[config.mk]
export PLATFORM = sky130hd
export DESIGN_NAME = elevator_controller
export DESIGN_NICKNAME = d
export VERILOG_FILES = /design/src/rtl/elevator_pkg.sv /design/src/rtl/elevator_call_latch.sv /design/src/rtl/elevator_controller.sv
export SDC_FILE = /design/constraint.sdc
export NUM_CORES = 1
export LEC_CHECK = 0
export CAP_MARGIN = 10
export CORE_MARGIN = 8
export CORE_UTILIZATION = 59
export CTS_BUF_LIST = sky130_fd_sc_hd__clkbuf_8
export CTS_CLUSTER_SIZE = 8
export DETAILED_ROUTE_END_ITERATION = 10
export GPL_ROUTABILITY_DRIVEN = 0
export GPL_TIMING_DRIVEN = 1
export PLACE_DENSITY = 0.94
export SYNTH_ARGS = -nofsm -noshare
export SYNTH_HDL_FRONTEND = slang
export SYNTH_SLANG_ARGS = --single-unit
[constraint.sdc]
create_clock -name clk -period 2.9 [get_ports clk]
set_input_delay 0.29 -clock clk [delete_from_list [all_inputs] [get_ports clk]]
set_output_delay 0.29 -clock clk [all_outputs]
set_load 0.005 [all_outputs]
[src/rtl/elevator_pkg.sv]
// Shared types and floor helpers for the three-floor elevator controller.
package elevator_pkg;

  typedef enum logic [2:0] {
    ST_IDLE,
    ST_DOOR_OPEN,
    ST_MOVE_UP,
    ST_MOVE_DOWN,
    ST_HALT
  } state_e;

  typedef enum logic [1:0] {
    DIR_NONE,
    DIR_UP,
    DIR_DOWN
  } dir_e;

  localparam logic [2:0] FLOOR_1 = 3'b001;
  localparam logic [2:0] FLOOR_2 = 3'b010;
  localparam logic [2:0] FLOOR_3 = 3'b100;

  function automatic logic [2:0] floors_above(input logic [2:0] f);
    case (f)
      FLOOR_1: floors_above = FLOOR_2 | FLOOR_3;
      FLOOR_2: floors_above = FLOOR_3;
      default: floors_above = 3'b000;
    endcase
  endfunction

  function automatic logic [2:0] floors_below(input logic [2:0] f);
    case (f)
      FLOOR_3: floors_below = FLOOR_1 | FLOOR_2;
      FLOOR_2: floors_below = FLOOR_1;
      default: floors_below = 3'b000;
    endcase
  endfunction

  // Saturates at the end floors so the car can never leave the shaft.
  function automatic logic [2:0] step_floor(input logic [2:0] f, input dir_e d);
    step_floor = f;
    if (d == DIR_UP && f != FLOOR_3) step_floor = {f[1:0], 1'b0};
    else if (d == DIR_DOWN && f != FLOOR_1) step_floor = {1'b0, f[2:1]};
  endfunction

endpackage

[src/rtl/elevator_call_latch.sv]
// Button rising-edge detection plus the pending-call register; clear wins over a same-cycle set.
module elevator_call_latch
  import elevator_pkg::*;
(
  input  logic       clk,
  input  logic       rst_n,
  input  logic [2:0] btn_i,
  input  logic [2:0] set_en_i,
  input  logic [2:0] clr_i,
  input  logic       clr_all_i,
  output logic [2:0] rise_o,
  output logic [2:0] pending_o
);

  logic [2:0] btn_q;
  logic [2:0] pending_q, pending_d;

  assign rise_o    = btn_i & ~btn_q;
  assign pending_o = pending_q;

  always_comb begin
    pending_d = (pending_q | (rise_o & set_en_i)) & ~clr_i;
    if (clr_all_i) pending_d = 3'b000;
  end

  always_ff @(posedge clk or negedge rst_n) begin
    if (!rst_n) begin
      btn_q     <= 3'b000;
      pending_q <= 3'b000;
    end else begin
      btn_q     <= btn_i;
      pending_q <= pending_d;
    end
  end

endmodule

[src/rtl/elevator_controller.sv]
// Three-floor elevator controller. Define ELEVATOR_DOOR_HOLD_EN to let a press of the
// current floor's button re-open (extend) the door timer.
module elevator_controller
  import elevator_pkg::*;
#(
  parameter int unsigned TRAVEL_TICKS = 3,
  parameter int unsigned DOOR_TICKS   = 5
) (
  input  logic       clk,
  input  logic       rst_n,
  input  logic       st_floor_button,
  input  logic       nd_floor_button,
  input  logic       rd_floor_button,
  input  logic       emergency,
  input  logic       weight_limit_exceeded,
  output logic       st_floor_led,
  output logic       nd_floor_led,
  output logic       rd_floor_led,
  output logic       door_status_led,
  output logic       moving_up,
  output logic       moving_down,
  output logic [2:0] pending_calls
);

  localparam int TW = $clog2(TRAVEL_TICKS + 1);
  localparam int DW = $clog2(DOOR_TICKS + 1);
  localparam logic [TW-1:0] TRAVEL_LAST = TW'(TRAVEL_TICKS - 1);
  localparam logic [DW-1:0] DOOR_LAST   = DW'(DOOR_TICKS - 1);

  state_e        state_q, state_d;
  logic [2:0]    floor_q, floor_d;
  logic [TW-1:0] travel_cnt_q, travel_cnt_d;
  logic [DW-1:0] door_cnt_q, door_cnt_d;

  logic [2:0] rise, pending, set_en, clr, next_floor, ahead, behind;
  logic       clr_all, door_hold;
  dir_e       dir;

  elevator_call_latch u_call_latch (
    .clk       (clk),
    .rst_n     (rst_n),
    .btn_i     ({rd_floor_button, nd_floor_button, st_floor_button}),
    .set_en_i  (set_en),
    .clr_i     (clr),
    .clr_all_i (clr_all),
    .rise_o    (rise),
    .pending_o (pending)
  );

  always_comb begin
    state_d      = state_q;
    floor_d      = floor_q;
    travel_cnt_d = travel_cnt_q;
    door_cnt_d   = door_cnt_q;
    set_en       = 3'b111;
    clr          = 3'b000;
    clr_all      = 1'b0;
    door_hold    = 1'b0;

    dir = DIR_NONE;
    if (state_q == ST_MOVE_UP) dir = DIR_UP;
    else if (state_q == ST_MOVE_DOWN) dir = DIR_DOWN;
    next_floor = step_floor(floor_q, dir);
    ahead  = (dir == DIR_UP) ? floors_above(next_floor) : floors_below(next_floor);
    behind = (dir == DIR_UP) ? floors_below(next_floor) : floors_above(next_floor);

    if (emergency) begin
      state_d      = ST_HALT;
      travel_cnt_d = '0;
      door_cnt_d   = '0;
      set_en       = 3'b000;
      clr_all      = 1'b1;
    end else begin
      case (state_q)
        ST_HALT: begin
          set_en  = 3'b000;
          state_d = ST_IDLE;
        end
        ST_IDLE: begin
          // A call at the car's own floor is served by opening the door, never latched.
          set_en = ~floor_q;
          if (!weight_limit_exceeded) begin
            if (((rise | pending) & floor_q) != 3'b000) begin
              state_d    = ST_DOOR_OPEN;
              door_cnt_d = '0;
              clr        = floor_q;
            end else if ((pending & floors_above(floor_q)) != 3'b000) begin
              state_d      = ST_MOVE_UP;
              travel_cnt_d = '0;
            end else if ((pending & floors_below(floor_q)) != 3'b000) begin
              state_d      = ST_MOVE_DOWN;
              travel_cnt_d = '0;
            end
          end
        end
        ST_DOOR_OPEN: begin
          set_en = ~floor_q;
`ifdef ELEVATOR_DOOR_HOLD_EN
          door_hold = weight_limit_exceeded | ((rise & floor_q) != 3'b000);
`else
          door_hold = weight_limit_exceeded;
`endif
          if (door_hold) begin
            door_cnt_d = '0;
          end else if (door_cnt_q == DOOR_LAST) begin
            door_cnt_d = '0;
            state_d    = ST_IDLE;
          end else begin
            door_cnt_d = door_cnt_q + 1'b1;
          end
        end
        ST_MOVE_UP, ST_MOVE_DOWN: begin
          if (travel_cnt_q == TRAVEL_LAST) begin
            travel_cnt_d = '0;
            floor_d      = next_floor;
            if ((pending & next_floor) != 3'b000) begin
              clr        = next_floor;
              state_d    = ST_DOOR_OPEN;
              door_cnt_d = '0;
            end else if ((pending & ahead) != 3'b000) begin
              state_d = state_q;
            end else if ((pending & behind) != 3'b000) begin
              state_d = (dir == DIR_UP) ? ST_MOVE_DOWN : ST_MOVE_UP;
            end else begin
              state_d = ST_IDLE;
            end
          end else begin
            travel_cnt_d = travel_cnt_q + 1'b1;
          end
        end
        default: state_d = ST_IDLE;
      endcase
    end
  end

  always_ff @(posedge clk or negedge rst_n) begin
    if (!rst_n) begin
      state_q      <= ST_IDLE;
      floor_q      <= FLOOR_1;
      travel_cnt_q <= '0;
      door_cnt_q   <= '0;
    end else begin
      state_q      <= state_d;
      floor_q      <= floor_d;
      travel_cnt_q <= travel_cnt_d;
      door_cnt_q   <= door_cnt_d;
    end
  end

  assign {rd_floor_led, nd_floor_led, st_floor_led} = floor_q;
  assign door_status_led = (state_q == ST_DOOR_OPEN);
  assign moving_up       = (state_q == ST_MOVE_UP);
  assign moving_down     = (state_q == ST_MOVE_DOWN);
  assign pending_calls   = pending;

endmodule

==> results.toml <==
[outcome]
status = "finished clean"

[floorplan]
die_w_um = 63.4
ios = 16
die_h_um = 63.4
core-area_mm2 = 0.00217
fp.dieArea_mm2 = 0.00402
placementRows = 17
start_util_pct = 61.0

[setup_path]
crit_path_max_fanout = 15
worstSetupPathType = "reg -> reg"
startpoint_type = "flop"
cp-end-kind = "flop"
path_cells = "nand2b_1 > o211a_1 > a211o_1 > or3_1 > o21ai_1 > a2bb2oi_1"
cp.arrival_ns = 2.65
r2r_setup_slack_ns = 0.43
r2r_cells = 6
critical-path-max-stage-delay_ns = 0.60
required_ns = 3.08
cpMaxStageDelayCell = "dfrtp_1"

[place]
post_dp_cell_area_mm2 = 0.00147
dp_slack_ns = 0.550
portBuffers = 15
dpl.hpwl_um = 2420

[timing]
worst-slew-pin-transition_ns = 0.763
fin_setup_tns_ns = 0
min_period_ns = 2.47
finalCritPeriodShare_pct = 85.1
worst_slack_ns = 0.433
hold_viol = 0
drv_slew = 0
relSlewSlack_pct = 49.0
rsz0062_at_grt = "false"
fmax_ghz = 0.405
clock_skew_ns = 0.00135
setup_viol = 0

[drt]
drc = 0
drt.antenna.violating_nets = 0
routedWlPerCell_um = 16.8
drt-initial-drc-count = 90
first_pass_iters = 4
routed-via-count = 1397
vias_per_cell = 6.78
wl_um = 3460

[clock_tree]
cts_max_level = 1
post_cts_buffers = 0
clock_sinks = 17
cts_made_buffers = 3
clk_latency_ns = 0.25
post_cts_resized = 0
cts_root_buf = "clkbuf_8"
clock_path_buffers = 2
clk_pin_slew_worst_paths_ns = 0.07
cts_tree = "done"
cts_hold_buf = 0

[pwr]
leakage_nw = 0.619
ir_drop_mv = 0.376
powerDensity_mw_per_mm2 = 417

[synth]
synth_area_mm2 = 0.00132
synth_ff_type = "dfrtp_1"
synth_cells = 170
ys_types = 43
synth_area_leaders = "dfrtp_1 (30%), o21ai_0 (5.3%), nor2_1 (4.5%), a21oi_1 (4.2%), nand2_1 (3.4%)"
syn_avg_cell_area_um2 = 7.79
yosys_warnings = 0
yosys_register_bits = 17
seq_area_frac_synth_pct = 32.2
async_reset_ff_share_pct = 100
synth_edf_count = 0
syn-num-nets = 179
synth_top_area_share_pct = 30.2
yosysTopAreaCell = "dfrtp_1"

[final_layout]
layout-area-overhead-vs-synth_pct = 14.5
layout.nets = 188
post-route-util_pct = 69.8
diodes = 0
drive_gt1_share_pct = 6.74
postLayoutCellArea_mm2 = 0.00152

[worst_hold_path]
hold_path_class = "in -> async"

[grt]
grt_use_total_pct = 17.2
grt_pass1_vias = 1264
grt_overflow = 0
grt_start_max_net_pins = 19
grt_pass1_wl_um = 5980
antenna_found_initial = 0

[flow_run]
drv_cap = 0
-- routing by layer --
layer | global-route usage (%) | routed length [µm] | share of wire [%]
met1 | 22.6 | 1430 | 41
met2 | 26.4 | 1630 | 47
met3 | 3.53 | 311 | 9.0
met4 | 7.52 | 89 | 2.6
met5 | 0 | 0 | 0
-- Yosys cell counts (all sizes together), types with 4 or more instances --
master	count
a21oi	11
and3	4
clkbuf	9
dfrtp	16
inv	8
nand2	12
nand2b	6
nand3	4
nor2	16
nor2b	7
nor3	7
nor4	4
o21ai	18
o31ai	4
-- state kept, by name, indices dropped and copies added, names as in the netlist --
register                flops
u_call_latch.btn_q          3
door_cnt_q                  3
floor_q                     3
u_call_latch.pending_o      3
travel_cnt_q                2
state_q                     3
-- cells in the final DEF, fill, tap and decap left out, drive strengths merged, types with 3 or more instances in the layout --
master | synthesis | routed
o21ai | 18 | 18
a21boi | 3 | 3
clkdlybuf4s50 | 0 | 15
a221oi | 3 | 3
clkbuf | 9 | 3
nor3 | 7 | 7
nor2b | 7 | 7
o31ai | 4 | 4
a31oi | 3 | 3
nand2 | 12 | 12
nand2b | 6 | 6
nor4 | 4 | 4
inv | 8 | 8
and3 | 4 | 4
a21oi | 11 | 11
dfrtp | 16 | 16
nand3 | 4 | 4
nor2 | 16 | 16
-- final cells by class --
| cell class | count | area [µm²] |
|---|---|---|
| tap | 28 | 35.0 |
| multi-input combinational | 133 | 820 |
| sequential | 17 | 427 |
| inverter | 8 | 30.0 |
| clock buffer | 3 | 41.3 |
| timing repair buffer | 16 | 158 |
| clock inverter | 1 | 5.00 |
| fill | 169 | 654 |
-- stage by stage --
stage,total power [W],instances,hold slack [ns]
final,0.000633,206,0.483
after global routing,0.000663,206,0.513
after CTS,0.000631,206,0.503
after detailed placement,0.000452,202,0.508
after global placement,0.000446,202,0.519
after floorplan,0.000398,170,-0.00559
-- logic make-up (layout without fill, tap and decap cells) --
| group | count (synthesis) | after routing | share of synthesized area [%] |
|---|---|---|---|
| compound gates | 58 | 58 | 29.2 |
| xor+xnor | 1 | 1 | 0.662 |
| fa+ha+maj | 2 | 2 | 1.89 |
| buf+inv | 20 | 28 | 5.86 |
| flops | 17 | 17 | 32.2 |
| mux | 4 | 4 | 3.21 |
| simple gates | 68 | 68 | 26.9 |
-- final timing paths --
check	to	from
max	state_q[0]	state_q[1]
min	door_cnt_q[2]	rst_n
max reg2reg	state_q[0]	state_q[1]
min reg2reg	travel_cnt_q[1]	travel_cnt_q[1]
max in group asynchronous	u_call_latch.pending_o[0]	rst_n
min in group clk	u_call_latch.btn_q[2]	rd_floor_button
-- report_power, final --
part	leakage [nW]	internal (W)	switching [W]	total (W)
Clock	0.0255	0.0000954	0.0000819	0.000177
Combinational	0.373	0.0000727	0.0000904	0.000163
Sequential	0.221	0.000251	0.0000408	0.000292
-- critical path: cells and delay by family, from the launching register on --
family / cells / cell delay, ns
AO/OA/AOI/OAI: 4 / 1.00
flip-flops: 1 / 0.60
AND/OR/NAND/NOR: 2 / 0.79
Note: power is estimated with default switching activity, not from simulation.
==> variant 1, RTL diff (config.mk and constraints unchanged) <==
Add a define of `ELEVATOR_DOOR_HOLD_EN`.
--- a/src/rtl/elevator_controller.sv
+++ b/src/rtl/elevator_controller.sv
@@ -1,5 +1,7 @@
 // Three-floor elevator controller. Define ELEVATOR_DOOR_HOLD_EN to let a press of the
 // current floor's button re-open (extend) the door timer.
+`define ELEVATOR_DOOR_HOLD_EN
+
 module elevator_controller
   import elevator_pkg::*;
 #(
Function: changed (a bounded check fails within 10 cycles, from zero or initial values and one cycle with rst_n low).
==> variant 1 against the unedited design <==
Power rose by 21%; sequential cell count unchanged; setup slack better by 0.17 ns; sequential power rose by 12%; die area increased by 5.4%; via count increased by 1.9%; design area is 4.2% higher; first-iteration DRC count increased by 120%; wire length is 5.1% higher; synthesized area rose by 7.2%; clock skew is essentially flat; critical path type unchanged; critical endpoint is now state_q[1]; highest routed layer unchanged.
==> variant 1: results (changes against the unedited design) <==
| Metric | Value |
|---|---|
| Worst-margin pin slew | `0.746 ns (-0.0170 ns)` |
| Largest fanout on the critical path | `13 (-2)` |
| Comb_multi_in | `127 (-4.5%)` |
| FF/Latch Area | `427 µm² (unchanged)` |
| Drt initial violations | `197 (+120%)` |
| NonClk Buf Share | `0.0951 (-0.00896)` |
| Mapped Cells | `166 (-2.4%)` |
| Root Driver | `clkbuf_8` |
| H-tree levels | `1 (unchanged)` |
| Yosys warns | `0 (unchanged)` |
| Number of antenna diodes | `0 (unchanged)` |
| Number of non-clock inverters in the layout | `8 (unchanged)` |
| Synth area leaders | `dfrtp_1 28%, nor2_1 4.2%, a21oi_1 3.5%` |
| GRT Overall Usage | `0.180 (+0.00834)` |
| Routed WL per cell | `18.3 µm (+8.7%)` |
| Sequential share of the synthesized area | `0.301 (-0.0216)` |
| Slowest-stage cell, CP | `dfrtp_1` |
| Post-synth top cells | `16 x dfrtp_1, 16 x nor2_1, 13 x nand2_1` |
| Vias in the first global route | `1,395 (+10%)` |
| Critical path's top delay family | `simple AND/OR/NAND/NOR gates` |
| Top_reg_cell synth | `dfrtp_1` |
| Nets@finish | `181 (-3.7%)` |
| Worst hold path type | `primary input to asynchronous set/reset pin` |
| First-pass GRT wire length | `6280 µm (+5.1%)` |
| Footprint of the multi-input gates | `892 µm² (+8.9%)` |
| CTS Buf Count | `3 (unchanged)` |
| Pre-CTS WS | `0.679 ns (+0.128 ns)` |
| Worst ir drop on vdd | `357 µV (-5.1%)` |
| Post-DR vias/cell | `7.15 (+5.4%)` |
| P_leak | `0.584 nW (-5.7%)` |
| Total wire length | `3640 µm (+5.1%)` |
| Clock transition at the registers of the reported paths | `0.06 ns` |
| Setup Skew | `0.00110 ns (-0.000251 ns)` |
| Largest net degree at the start of global routing | `22 (+3)` |
| Crit path launch | `state_q[1]` |
| Share of cells above drive strength 1 | `0.117 (+0.0495)` |
| Clk cell area share | `0.0285 (-0.00203)` |
| Total setup buffers inserted after CTS | `0 (unchanged)` |
| Yosys cell types | `55 (+28%)` |
| Non-clock buffer instance count of the final layout | `15 (-1)` |
| Placed Instances | `195 (-3.5%)` |
| CTS resizes | `0 (unchanged)` |
| Fill cell count | `162 (-4.1%)` |
| Clk_lat worst skew | `0.25 ns (about the same)` |
| HPWL after DPL | `2650 µm (+9.5%)` |
| Status | `finished clean` |
| FFs w/ async S/R, synth | `1.00 (unchanged)` |
variant 1: cell count changes in the layout (fill, tap and decap cells not counted), moves of 3 or more:
cell / delta
o21ai_0: -9
a22o_1: +3
nor4_1: -3
a21boi_0: -3
a221o_1: +3
o31ai_1: -4
nor3_1: -3
and3_1: -4
variant 1: worst paths after layout:
check | end | slack, ns | cells after the start
max | state_q[1] | 0.60 | 6
min in group clk | u_call_latch.btn_q[0] | 0.50 | 1
min reg2reg | door_cnt_q[2] | 0.54 | 1
max in group asynchronous | door_cnt_q[1] | 1.95 | 1
min | u_call_latch.pending_o[1] | 0.48 | 1
max reg2reg | state_q[1] | 0.60 | 6
variant 1: cells by family (layout without fill, tap and decap cells):
group                    Yosys count  count (layout)  share of synthesized area
AO/OA/AOI/OAI                     58              58                      0.334
adder cells (fa/ha/maj)            2               2                     0.0176
buffers and inverters             22              27                     0.0705
flip-flops                        17              17                      0.301
multiplexers                       5               5                     0.0388
AND/OR/NAND/NOR                   62              62                      0.238
variant 1: through the flow:
step           instance area, µm²  power, mW
2_1_floorplan                1420      0.515
3_3_place_gp                 1530      0.571
3_5_place_dp                 1530      0.584
4_1_cts                      1580      0.757
5_1_grt                      1580      0.806
6_report                     1580      0.764
variant 1: layer usage:
layer  vias to the layer above  track usage  share of wire
met4                         0       0.0845          0.018
met3                        16       0.0395          0.093
met5                         -            0              0
met1                       676        0.221           0.41
li1                        630            -              -
met2                       101        0.293           0.47
variant 1: where the power goes:
group          leakage, nW  switching, mW  internal, mW
Clock               0.0269         0.0784        0.0939
Sequential           0.221         0.0685         0.259
Combinational        0.336          0.139         0.125
==> variant 2, RTL diff (same settings) <==
Without the edit above. Re-encode `state_e` (5 states) as one-hot, 5 bits wide.
--- a/src/rtl/elevator_pkg.sv
+++ b/src/rtl/elevator_pkg.sv
@@ -1,12 +1,12 @@
 // Shared types and floor helpers for the three-floor elevator controller.
 package elevator_pkg;
 
-  typedef enum logic [2:0] {
-    ST_IDLE,
-    ST_DOOR_OPEN,
-    ST_MOVE_UP,
-    ST_MOVE_DOWN,
-    ST_HALT
+  typedef enum logic [4:0] {
+    ST_IDLE      = 5'b00001,
+    ST_DOOR_OPEN = 5'b00010,
+    ST_MOVE_UP   = 5'b00100,
+    ST_MOVE_DOWN = 5'b01000,
+    ST_HALT      = 5'b10000
   } state_e;
 
   typedef enum logic [1:0] {
Formal check against the unedited RTL: no difference found for any inputs over 10 cycles, from zero or initial values and one cycle with rst_n low; not proved beyond that.
==> variant 2 against the unedited design <==
Highest routed layer unchanged; wire length increased by 14%; setup slack got worse by 0.16 ns; largest power group unchanged; sequential cell count rose by 2; via count rose by 3.4%; combinational power decreased by 15%; design area up 10%; utilization down 0.42 points; power decreased by 0.74%; synthesized area up 9.6%.
==> variant 2: results (changes against the unedited design) <==
| Metric | Value |
|---|---|
| Status | `finished clean` |
| Routed vias | `1,444 (+3.4%)` |
| Pwr/cell area | `375 nW/µm² (-10%)` |
| Net Sw Frac | `0.308 (-0.0287)` |
| Clk_lat worst skew | `0.26 ns` |
| Share of cells above drive strength 1 | `0.0979 (+0.0305)` |
| Post-synth top cells | `25 x nor2_1, 18 x nand2_1, 17 x dfrtp_1` |
| Worst ir drop on vdd | `486 µV (+29%)` |
| Min-Delay Path Depth | `1` |
| CTS resizes | `0 (unchanged)` |
| Placed Instances | `220 (+8.9%)` |
| GR met3 Demand/Resource | `0.0272 (-0.00812)` |
| Met1 GRT Util | `0.231 (+0.00494)` |
| Max FFs per register | `5` |
| Yosys cell types | `50 (+16%)` |
| Metal2 WL | `1950 µm (+19%)` |
| Reg2reg path depth | `9 (+3)` |
| CTS Buf Count | `3 (unchanged)` |
| Sequential share of the synthesized area | `0.329 (+0.00700)` |
| Mapped Cells | `180 (+5.9%)` |
| Syn nets | `189 (+5.6%)` |
| Placed inst area | `1630 µm² (+11%)` |
| Yosys top cell area share | `0.293 (-0.00935)` |
| First-pass GRT wire length | `6560 µm (+9.8%)` |
| Drt first pass iters | `4 (unchanged)` |
| Drt initial violations | `145 (+61%)` |
| Total setup buffers inserted after CTS | `0 (unchanged)` |
| GRT Overall Usage | `0.192 (+0.0200)` |
| Total wire length | `3930 µm (+14%)` |
| CP arrival | `2.76 ns (+0.11 ns)` |
| Worst hold path type | `primary input to flop` |
| Crit path launch | `state_q[2]` |
| Worst slew margin | `0.432 (-0.0577)` |
| HPWL after DPL | `2850 µm (+18%)` |
| Synth area leaders | `dfrtp_1 29%, nor2_1 6.5%, a21oi_1 5.2%` |
| Number of antenna diodes | `0 (unchanged)` |
| Largest fanout on the critical path | `9 (-6)` |
| Nets@finish | `204 (+8.5%)` |
| P_leak | `0.678 nW (+9.5%)` |
| DR WL met3 | `258 µm (-17%)` |
| Comb power frac | `0.219 (-0.039)` |
| Critical Path Max Stage Delay | `0.46 ns (-0.14 ns)` |
| Slew Limit Fails | `0 (unchanged)` |
| Setup Skew | `0.00680 ns (+0.00545 ns)` |
| Number of buffers added on ports | `15 (unchanged)` |
| Met2 usage | `0.319 (+0.0549)` |
| Pre-CTS WS | `0.411 ns (-0.140 ns)` |
| DRT met1 WL | `1590 µm (+11%)` |
| Root Driver | `clkbuf_8` |
| Largest net degree at the start of global routing | `20 (+1)` |
| Clock power frac | `0.296 (+0.016)` |
| Routed WL per cell | `17.6 µm (+4.5%)` |
==> variant 2: path summary, 6_finish.rpt <==
check                                                 end  slack [ns]
worst max register to register  u_call_latch.pending_o[1]        0.27
worst min-delay path                u_call_latch.btn_q[1]        0.49
worst max-delay path            u_call_latch.pending_o[1]        0.27
max in group asynchronous           u_call_latch.btn_q[0]        1.86
worst min register to register            travel_cnt_q[1]        0.53
min in group asynchronous                 travel_cnt_q[1]        0.51
==> variant 2: cell families after synthesis <==
logic type               share of synthesized area
multiplexers                                0.0147
AO/OA/AOI/OAI                                0.290
XOR/XNOR                                   0.00604
flip-flops                                   0.329
adder cells (fa/ha/maj)                     0.0172
AND/OR/NAND/NOR                              0.299
buffers and inverters                       0.0440
==> variant 2: cell type report <==
type,instances,area [µm²]
timing repair buffer,17,165
sequential,19,478
clock inverter,1,3.75
tap,30,37.5
multi-input combinational,144,910
fill,163,737
clock buffer,3,41.3
inverter,10,37.5
